## src/rtl/learntc_fifo.sv

```systemverilog
// Learnt-clause FIFO: buffers clauses from conflict analysis, tagging each with its
// literal count and bin id at push time, and drains them over a show-ahead valid/ready port.
module learntc_fifo #(
  parameter int NUM_VARS     = 8,
  parameter int DEPTH        = 4,
  parameter int WIDTH_C_LEN  = 4,
  parameter int WIDTH_BIN_ID = 10
) (
  input  logic                      clk,
  input  logic                      rst,
  input  logic                      add_learntc_en_i,
  input  logic [NUM_VARS*2-1:0]     learnt_lit_i,
  input  logic [WIDTH_BIN_ID-1:0]   cur_bin_num_i,
  input  logic                      clear_i,
  output logic                      lc_valid_o,
  input  logic                      lc_ready_i,
  output logic [NUM_VARS*2-1:0]     lc_lits_o,
  output logic [WIDTH_C_LEN-1:0]    lc_len_o,
  output logic [WIDTH_BIN_ID-1:0]   lc_bin_o,
  output logic [$clog2(DEPTH):0]    count_o,
  output logic                      full_o,
  output logic                      empty_o,
  output logic                      overflow_o,
  output logic                      empty_learntc_o
);

  localparam int AW = $clog2(DEPTH);

  typedef struct packed {
    logic [NUM_VARS*2-1:0]   lits;
    logic [WIDTH_C_LEN-1:0]  len;
    logic [WIDTH_BIN_ID-1:0] bin;
  } entry_t;

  entry_t          r_mem [DEPTH];
  logic [AW-1:0]   r_wr_ptr;
  logic [AW-1:0]   r_rd_ptr;
  logic [AW:0]     r_count;
  logic            r_overflow;
  logic            r_empty_lc;

  logic [WIDTH_C_LEN-1:0] w_len;
  logic                   w_full;
  logic                   w_empty;
  logic                   w_push_req;
  logic                   w_push;
  logic                   w_pop;
  entry_t                 w_head;

  // NOTE: default assignment first so every path drives w_len and no latch is inferred.
  always_comb begin
    w_len = '0;
    for (int i = 0; i < NUM_VARS; i++) begin
      if (learnt_lit_i[2*i +: 2] != 2'b00) w_len = w_len + WIDTH_C_LEN'(1);
    end
  end

  assign w_full     = (r_count == (AW+1)'(DEPTH));
  assign w_empty    = (r_count == '0);
  assign w_pop      = ~w_empty & lc_ready_i & ~clear_i;
  assign w_push_req = add_learntc_en_i & (w_len != '0);
  // A full FIFO still accepts a push when the head leaves in the same cycle.
  assign w_push     = w_push_req & (~w_full | w_pop) & ~clear_i;

  // NOTE: the storage array carries no reset; only pointers and count define validity.
  always_ff @(posedge clk) begin
    if (w_push) r_mem[r_wr_ptr] <= '{lits: learnt_lit_i, len: w_len, bin: cur_bin_num_i};
  end

  always_ff @(posedge clk or negedge rst) begin
    if (!rst) begin
      r_wr_ptr   <= '0;
      r_rd_ptr   <= '0;
      r_count    <= '0;
      r_overflow <= 1'b0;
      r_empty_lc <= 1'b0;
    end else if (clear_i) begin
      r_wr_ptr   <= '0;
      r_rd_ptr   <= '0;
      r_count    <= '0;
      r_overflow <= 1'b0;
      r_empty_lc <= 1'b0;
    end else begin
      if (w_push) r_wr_ptr <= r_wr_ptr + AW'(1);
      if (w_pop)  r_rd_ptr <= r_rd_ptr + AW'(1);
      if (w_push && !w_pop)      r_count <= r_count + (AW+1)'(1);
      else if (!w_push && w_pop) r_count <= r_count - (AW+1)'(1);
      if (w_push_req && !w_push) r_overflow <= 1'b1;
      r_empty_lc <= add_learntc_en_i & (w_len == '0);
    end
  end

  assign w_head          = r_mem[r_rd_ptr];
  assign lc_valid_o      = ~w_empty;
  assign lc_lits_o       = w_head.lits;
  assign lc_len_o        = w_head.len;
  assign lc_bin_o        = w_head.bin;
  assign count_o         = r_count;
  assign full_o          = w_full;
  assign empty_o         = w_empty;
  assign overflow_o      = r_overflow;
  assign empty_learntc_o = r_empty_lc;

endmodule

```

## config.mk

```make
export PLATFORM = sky130hd
export DESIGN_NAME = learntc_fifo
export DESIGN_NICKNAME = d
export VERILOG_FILES = /design/src/rtl/learntc_fifo.sv
export SDC_FILE = /design/constraint.sdc
export NUM_CORES = 1
export LEC_CHECK = 0
export ABC_CLOCK_PERIOD_IN_PS = 5020
export BUFFER_PORTS_ARGS = -buffer_cell sky130_fd_sc_hd__buf_2
export CORE_ASPECT_RATIO = 1.1
export CORE_MARGIN = 10
export CORE_UTILIZATION = 45
export CTS_CLUSTER_SIZE = 25
export DETAILED_ROUTE_END_ITERATION = 12
export HOLD_SLACK_MARGIN = 0.06
export SLEW_MARGIN = 10
export SYNTH_ARGS = -nofsm -noshare
export SYNTH_HDL_FRONTEND = slang
export SYNTH_SLANG_ARGS = --single-unit
```

## constraint.sdc

```tcl
create_clock -name clk -period 5.02 [get_ports clk]
set_input_delay 0.251 -clock clk [delete_from_list [all_inputs] [get_ports clk]]
set_output_delay 0.251 -clock clk [all_outputs]
set_load 0.05 [all_outputs]
```

After elaboration in Yosys (flattened, before gate mapping). Memory sizes are Yosys's and may differ from the RTL's. Index checks and enable logic that the tools add are counted.

Register bits: 9. Bits in writable memories: 120. Input port bits: 31. Output and inout bits: 38. Logic and storage cells: 68. Memories kept: 1.

$add $sub $neg: 11. Equality and inequality tests: 1. Mux-type cells: 20. Bitwise gates (word level): 10. Reductions and logical operators: 20.

Memories: r_mem (depth 4, width 30, read ports 1, clocked after Yosys merged registers in 0, wr ports 1, line 35) `entry_t r_mem [DEPTH];`.

Operator list (number): 4-bit by 1-bit adder with 4-bit output, second input constant (7); 4-bit 2-to-1 mux (7); 2-bit nonzero test (11); 3-bit 2-to-1 mux (3); 2-bit 2-to-1 mux (4); 1-bit AND (6); 1-bit 2-to-1 mux (6); 2-bit by 1-bit adder with 2-bit output, second input constant (2); 4-bit logical NOT (1); 4-bit nonzero test (1); 3-bit by 1-bit adder with 3-bit output, second input constant (1); 3-bit == test, second input constant (1); 1-bit logical AND (3); 3-bit logical NOT (1); 1-bit inverter (3); 3-bit nonzero test (1); 3-bit by 1-bit subtractor with 3-bit output, second input constant (1); 1-bit logical NOT (2); 1-bit OR (1).

Longest topological paths before layout.
Depth in word-level cells: 25. Gate-level depth with buffers: 26.

Worst setup path before layout. Ideal clock, no wire load.

Kind: input to register. Start: input port learnt_lit_i[1]. End: memory r_mem[0][0] (netlist name) (enable). Setup time: 0.390 ns. Arrival time: 4.902 ns. Data required time: 4.630 ns. Path slack: -0.272 ns. Stages: 22. Cell sequence: nor2_1 > ha_1 > buf_4 > xnor2_1 > inv_1 > ha_1 > o21ai_0 > a21oi_1 > nor4_1 > a211oi_4 > nand2_2 > ha_1 > nand2_1 > xnor3_1 > xor2_1 > xnor2_1 > nor3_1 > a21oi_1 > o21ai_2 > buf_6 > nor3_2 > and2_1.

Cells in the longest elaborated chain, start to end: 22.

RTL lines: start, declared (line 12) `input logic [NUM_VARS*2-1:0] learnt_lit_i,`; 2-bit nonzero test (*) (line 54) `if (learnt_lit_i[2*i +: 2] != 2'b00) w_len = w_len + WIDTH_C_LEN'(1);`; 1-bit 2-to-1 mux (*) (line 54); 4-bit by 1-bit adder with 4-bit output (line 54); 4-bit 2-to-1 mux (*) (line 54); 4-bit by 1-bit adder with 4-bit output (line 54); 4-bit 2-to-1 mux (*) (line 54); 4-bit by 1-bit adder with 4-bit output (line 54); 4-bit 2-to-1 mux (*) (line 54); [... 5 more ...]; 4-bit 2-to-1 mux (*) (line 54); 4-bit by 1-bit adder with 4-bit output (line 54); 4-bit 2-to-1 mux (*) (line 54); 4-bit nonzero test (*) (line 61) `assign w_push_req = add_learntc_en_i & (w_len != '0);`; 1-bit AND (*) (line 61); 1-bit AND (*) (2 in a row) (line 63) `assign w_push = w_push_req & (~w_full | w_pop) & ~clear_i;`; 1-bit 2-to-1 mux (*) (line 67) `if (w_push) r_mem[r_wr_ptr] <= '{lits: learnt_lit_i, len: w_len, bin: cur_bin_num_i};`; 1-bit 2-to-1 mux (implied by the code) (*) (line 67); end, declared (line 35).

Every way passes the cells marked *; elsewhere a longest branch is shown, timed or not.

Worst setup path after layout.
Start: input port learnt_lit_i[3]. End: register r_count[1] (netlist: count_o[1]).

Cells in the longest elaborated chain, start to end: 21.

RTL lines: 2-bit nonzero test (*) (line 54); 4-bit 2-to-1 mux (*) (line 54); 4-bit by 1-bit adder with 4-bit output (line 54); 4-bit 2-to-1 mux (*) (line 54); 4-bit by 1-bit adder with 4-bit output (line 54); 4-bit 2-to-1 mux (*) (line 54); 4-bit by 1-bit adder with 4-bit output (line 54); 4-bit 2-to-1 mux (*) (line 54); [... 4 more ...]; 4-bit by 1-bit adder with 4-bit output (line 54); 4-bit 2-to-1 mux (*) (line 54); 4-bit nonzero test (*) (line 61); 1-bit AND (*) (line 61); 1-bit AND (*) (2 in a row) (line 63); 1-bit logical AND or 1-bit logical NOT (tied branches) (line 86, 87); 3-bit 2-to-1 mux or 1-bit logical AND (tied branches) (line 86, 87); 3-bit 2-to-1 mux or 3-bit nonzero test (tied branches); end signal, assigned (line 86) `if (w_push && !w_pop) r_count <= r_count + (AW+1)'(1);`; end signal, assigned (line 87) `else if (!w_push && w_pop) r_count <= r_count - (AW+1)'(1);`; end, declared (line 38) `logic [AW:0] r_count;`.

Marked as above. A chain may end at the register's enable or synchronous reset.

==> impl_metrics.py <==
metrics = {
    "sta": {
        "tightest_slew_ps": 546,
        "fin_setup_tns_ps": 0,
        "maxSlewHeadroom": 0.633,
        "finalMaxSlewViolations": 0,
        "post-route-min-period_ps": 4610,
        "hold_violations": 0,
        "min_period_over_period": 0.918,
        "finalSetupViolations": 0,
        "clock.fmax_mhz": 217,
        "rsz0062_at_grt": "no",
        "skew_ps": 10.0,
    },
    "route": {
        "final_antenna_net_count": 0,
        "drt_iter0_drc": 224,
        "drt_pass1_iterations": 4,
        "vias": 3483,
        "wire_per_inst_um": 18.4,
        "routed_wl_um": 11800,
        "route.detailed.drc": 0,
        "viasPerCell": 5.42,
    },
    "clocking": {
        "cts_tree": "yes",
        "cts.sinks": 129,
        "clk_latency_ps": 410,
        "cts_buffer_depth": 2,
        "path_clk_slew_ps": 60,
        "cts_root_buffer": "clkbuf_16",
        "post_cts_buffers": 0,
        "cts.htree.levels": 4,
        "numCtsBuffers": 17,
    },
    "synth": {
        "synth_edf_count": 120,
        "synth-simple-area-share": 0.0769,
        "synth_top_area_frac": 0.617,
        "synth_area_leader_cell": "edfxtp_1",
        "ys_seq_area_frac": 0.655,
        "syn-num-nets": 400,
        "synth_compound_area_frac": 0.0640,
        "ys.flop_type": "edfxtp_1",
        "synth_fa_ha_area_frac": 0.0270,
        "synth.avg_cell_area_sq_um": 16.4,
        "netlist_instances": 357,
        "yosys_register_bits": 129,
        "ys_types": 61,
        "synthMuxAreaShare": 0.121,
        "synth_top_family_by_area": "multiplexers",
        "yosys_warnings": 0,
        "synth_xor_area_frac": 0.0347,
        "netlist_top_cells_count": "edfxtp_1, mux4_2, nand2_1",
        "synth_area_sq_um": 5840,
        "synth.most_common_cell": "edfxtp_1",
        "ys_top_cells_by_area": "edfxtp_1, mux4_2, dfrtp_1, ha_1, xnor2_1",
        "synthArstFlopShare": 0.0698,
    },
    "placed_design": {
        "place.gp.congestion": 0.863,
        "io_buffers": 68,
        "dp_hpwl_um": 8240,
        "dp.cells": 600,
    },
    "final_layout": {
        "syn_to_final_growth_pct": 27.5,
        "num-fill-cells": 938,
        "seqCellArea_sq_um": 3830,
        "multi_input_comb_area_sq_um": 1930,
        "nNetsFinal": 516,
        "stdcell_count": 643,
        "drive_gt1_frac": 0.397,
        "diodes": 0,
    },
    "global_route": {
        "grt_overflow_total": 0,
        "antenna_found_initial": 0,
        "grt_pass1_vias": 3681,
        "grt_pass1_wl_um": 19100,
        "grt_max_degree": 31,
        "track_usage": 0.137,
    },
    "die": {
        "coreArea_sq_um": 12600,
        "chipWidth_um": 129,
        "io_pins": 69,
        "rows": 43,
        "chipHeight_um": 140,
        "die_area_sq_um": 17900,
        "start_util": 0.462,
    },
    "critical_path": {
        "start_kind": "input port",
        "cpMaxStageDelayCell": "fa_1",
        "critPathMaxFanout": 3,
        "worstPathRequired_ps": 5350,
        "r2r_setup_slack_ps": 2770,
        "cp.depth": 25,
        "r2r_start": "count_o[0]",
        "reg2reg_depth": 6,
        "arrival_ps": 4940,
        "r2r-end": "r_mem[1][29]",
        "worst_path_most_repeated_cell": "ha_1",
        "critPathCaptureType": "flip-flop",
        "worst-setup-path-type": "input port to flip-flop",
        "max_stage_delay_ps": 460,
        "crit_buf_inv": 3,
        "critPathTopFamily": "adder cells",
    },
    "worst_hold_path": {
        "hold_path_startpoint": "learnt_lit_i[12]",
        "hold_class": "input port to flip-flop",
        "min_to": "r_mem[0][26]",
        "min_path_cells": 1,
    },
    "pwr": {
        "leakagePower_nw": 2.68,
        "powerDensity_nw_per_um2": 567,
        "peakVddDrop_mv": 0.534,
    },
    "flow_run": {
        "cap_violations": 0,
    },
    "outcome": {
        "status": "finished clean",
    },
}
## where the power goes
group / internal, mW / total [mW] / switching (mW)
sequential: 1.32 / 1.38 / 0.0634
combinational: 0.513 / 1.47 / 0.962
clock: 0.927 / 1.37 / 0.440
total: 2.76 / 4.22 / 1.47
## per-layer routing
layer	share of wire	vias to the layer above	GRT usage
li1	-	1638	-
met1	0.43	1753	0.168
met2	0.50	79	0.216
met3	0.054	13	0.0437
met4	0.016	0	0.0610
met5	0	-	0
## cell type report
type / instances / area share
flip-flops and latches: 129 / 0.514
clock inverters: 15 / 0.0319
inverters: 12 / 0.00605
multi-input cells: 203 / 0.259
clock buffers: 17 / 0.0571
well taps: 157 / 0.0264
repair buffers: 110 / 0.105
## kinds of logic (layout without fill, tap and decap cells)
logic type / after synthesis / count (layout)
AND/OR/NAND/NOR: 86 / 86
AO/OA/AOI/OAI: 53 / 53
flip-flops: 129 / 129
adder cells (fa/ha/maj): 12 / 12
XOR/XNOR: 19 / 19
buffers and inverters: 25 / 154
multiplexers: 33 / 33
## timing repair
item / CTS / global route
endpoints found under the hold margin: 49 / 0
resized for setup: 0 / 7
setup endpoints to repair: 0 / 122
hold buffers: 11 / 0
## state kept, by name, indices dropped and copies added, names as in the netlist
register and flops:
overflow_o 1, r_rd_ptr 2, r_wr_ptr 2, empty_learntc_o 1, r_mem 120, count_o 3
## worst max-delay path by stage
stage,to,start
2_1_floorplan,r_mem[0][0],learnt_lit_i[1]
3_3_place_gp,count_o[1],learnt_lit_i[0]
3_5_place_dp,count_o[1],learnt_lit_i[0]
4_1_cts,count_o[1],learnt_lit_i[0]
5_1_grt,count_o[1],learnt_lit_i[3]
6_report,count_o[1],learnt_lit_i[3]
## cell usage in the layout (no fill, tap or decap), types with 3 or more instances in the layout
master,n
o211ai_1,6
or3_1,3
nand3_1,5
dlygate4sd3_1,11
xnor2_1,12
dfrtp_1,8
buf_4,23
bufinv_16,6
clkinvlp_4,3
mux4_2,30
xor2_1,3
a21oi_1,9
buf_2,68
and2_2,4
ha_1,11
nand2b_1,3
nor2_1,17
o21ai_0,12
buf_12,8
nor3_1,7
a31oi_1,4
nand2_1,20
inv_1,11
edfxtp_1,120
nor2_2,4
clkbuf_16,17
or2_2,6
## per-stage QoR
stage	util	hold slack (ps)	power [mW]	setup slack [ps]	area (sq um)
final	0.589	101	4.22	413	7450
after global routing	0.589	93.7	4.43	16.1	7450
after CTS	0.586	81.1	4.26	381	7410
after detailed placement	0.525	118	2.88	-60.7	6640
after global placement	0.525	117	2.87	88.9	6640
after floorplan	-	-44.6	2.50	36.8	5850
(Power assumes the default switching activity.)
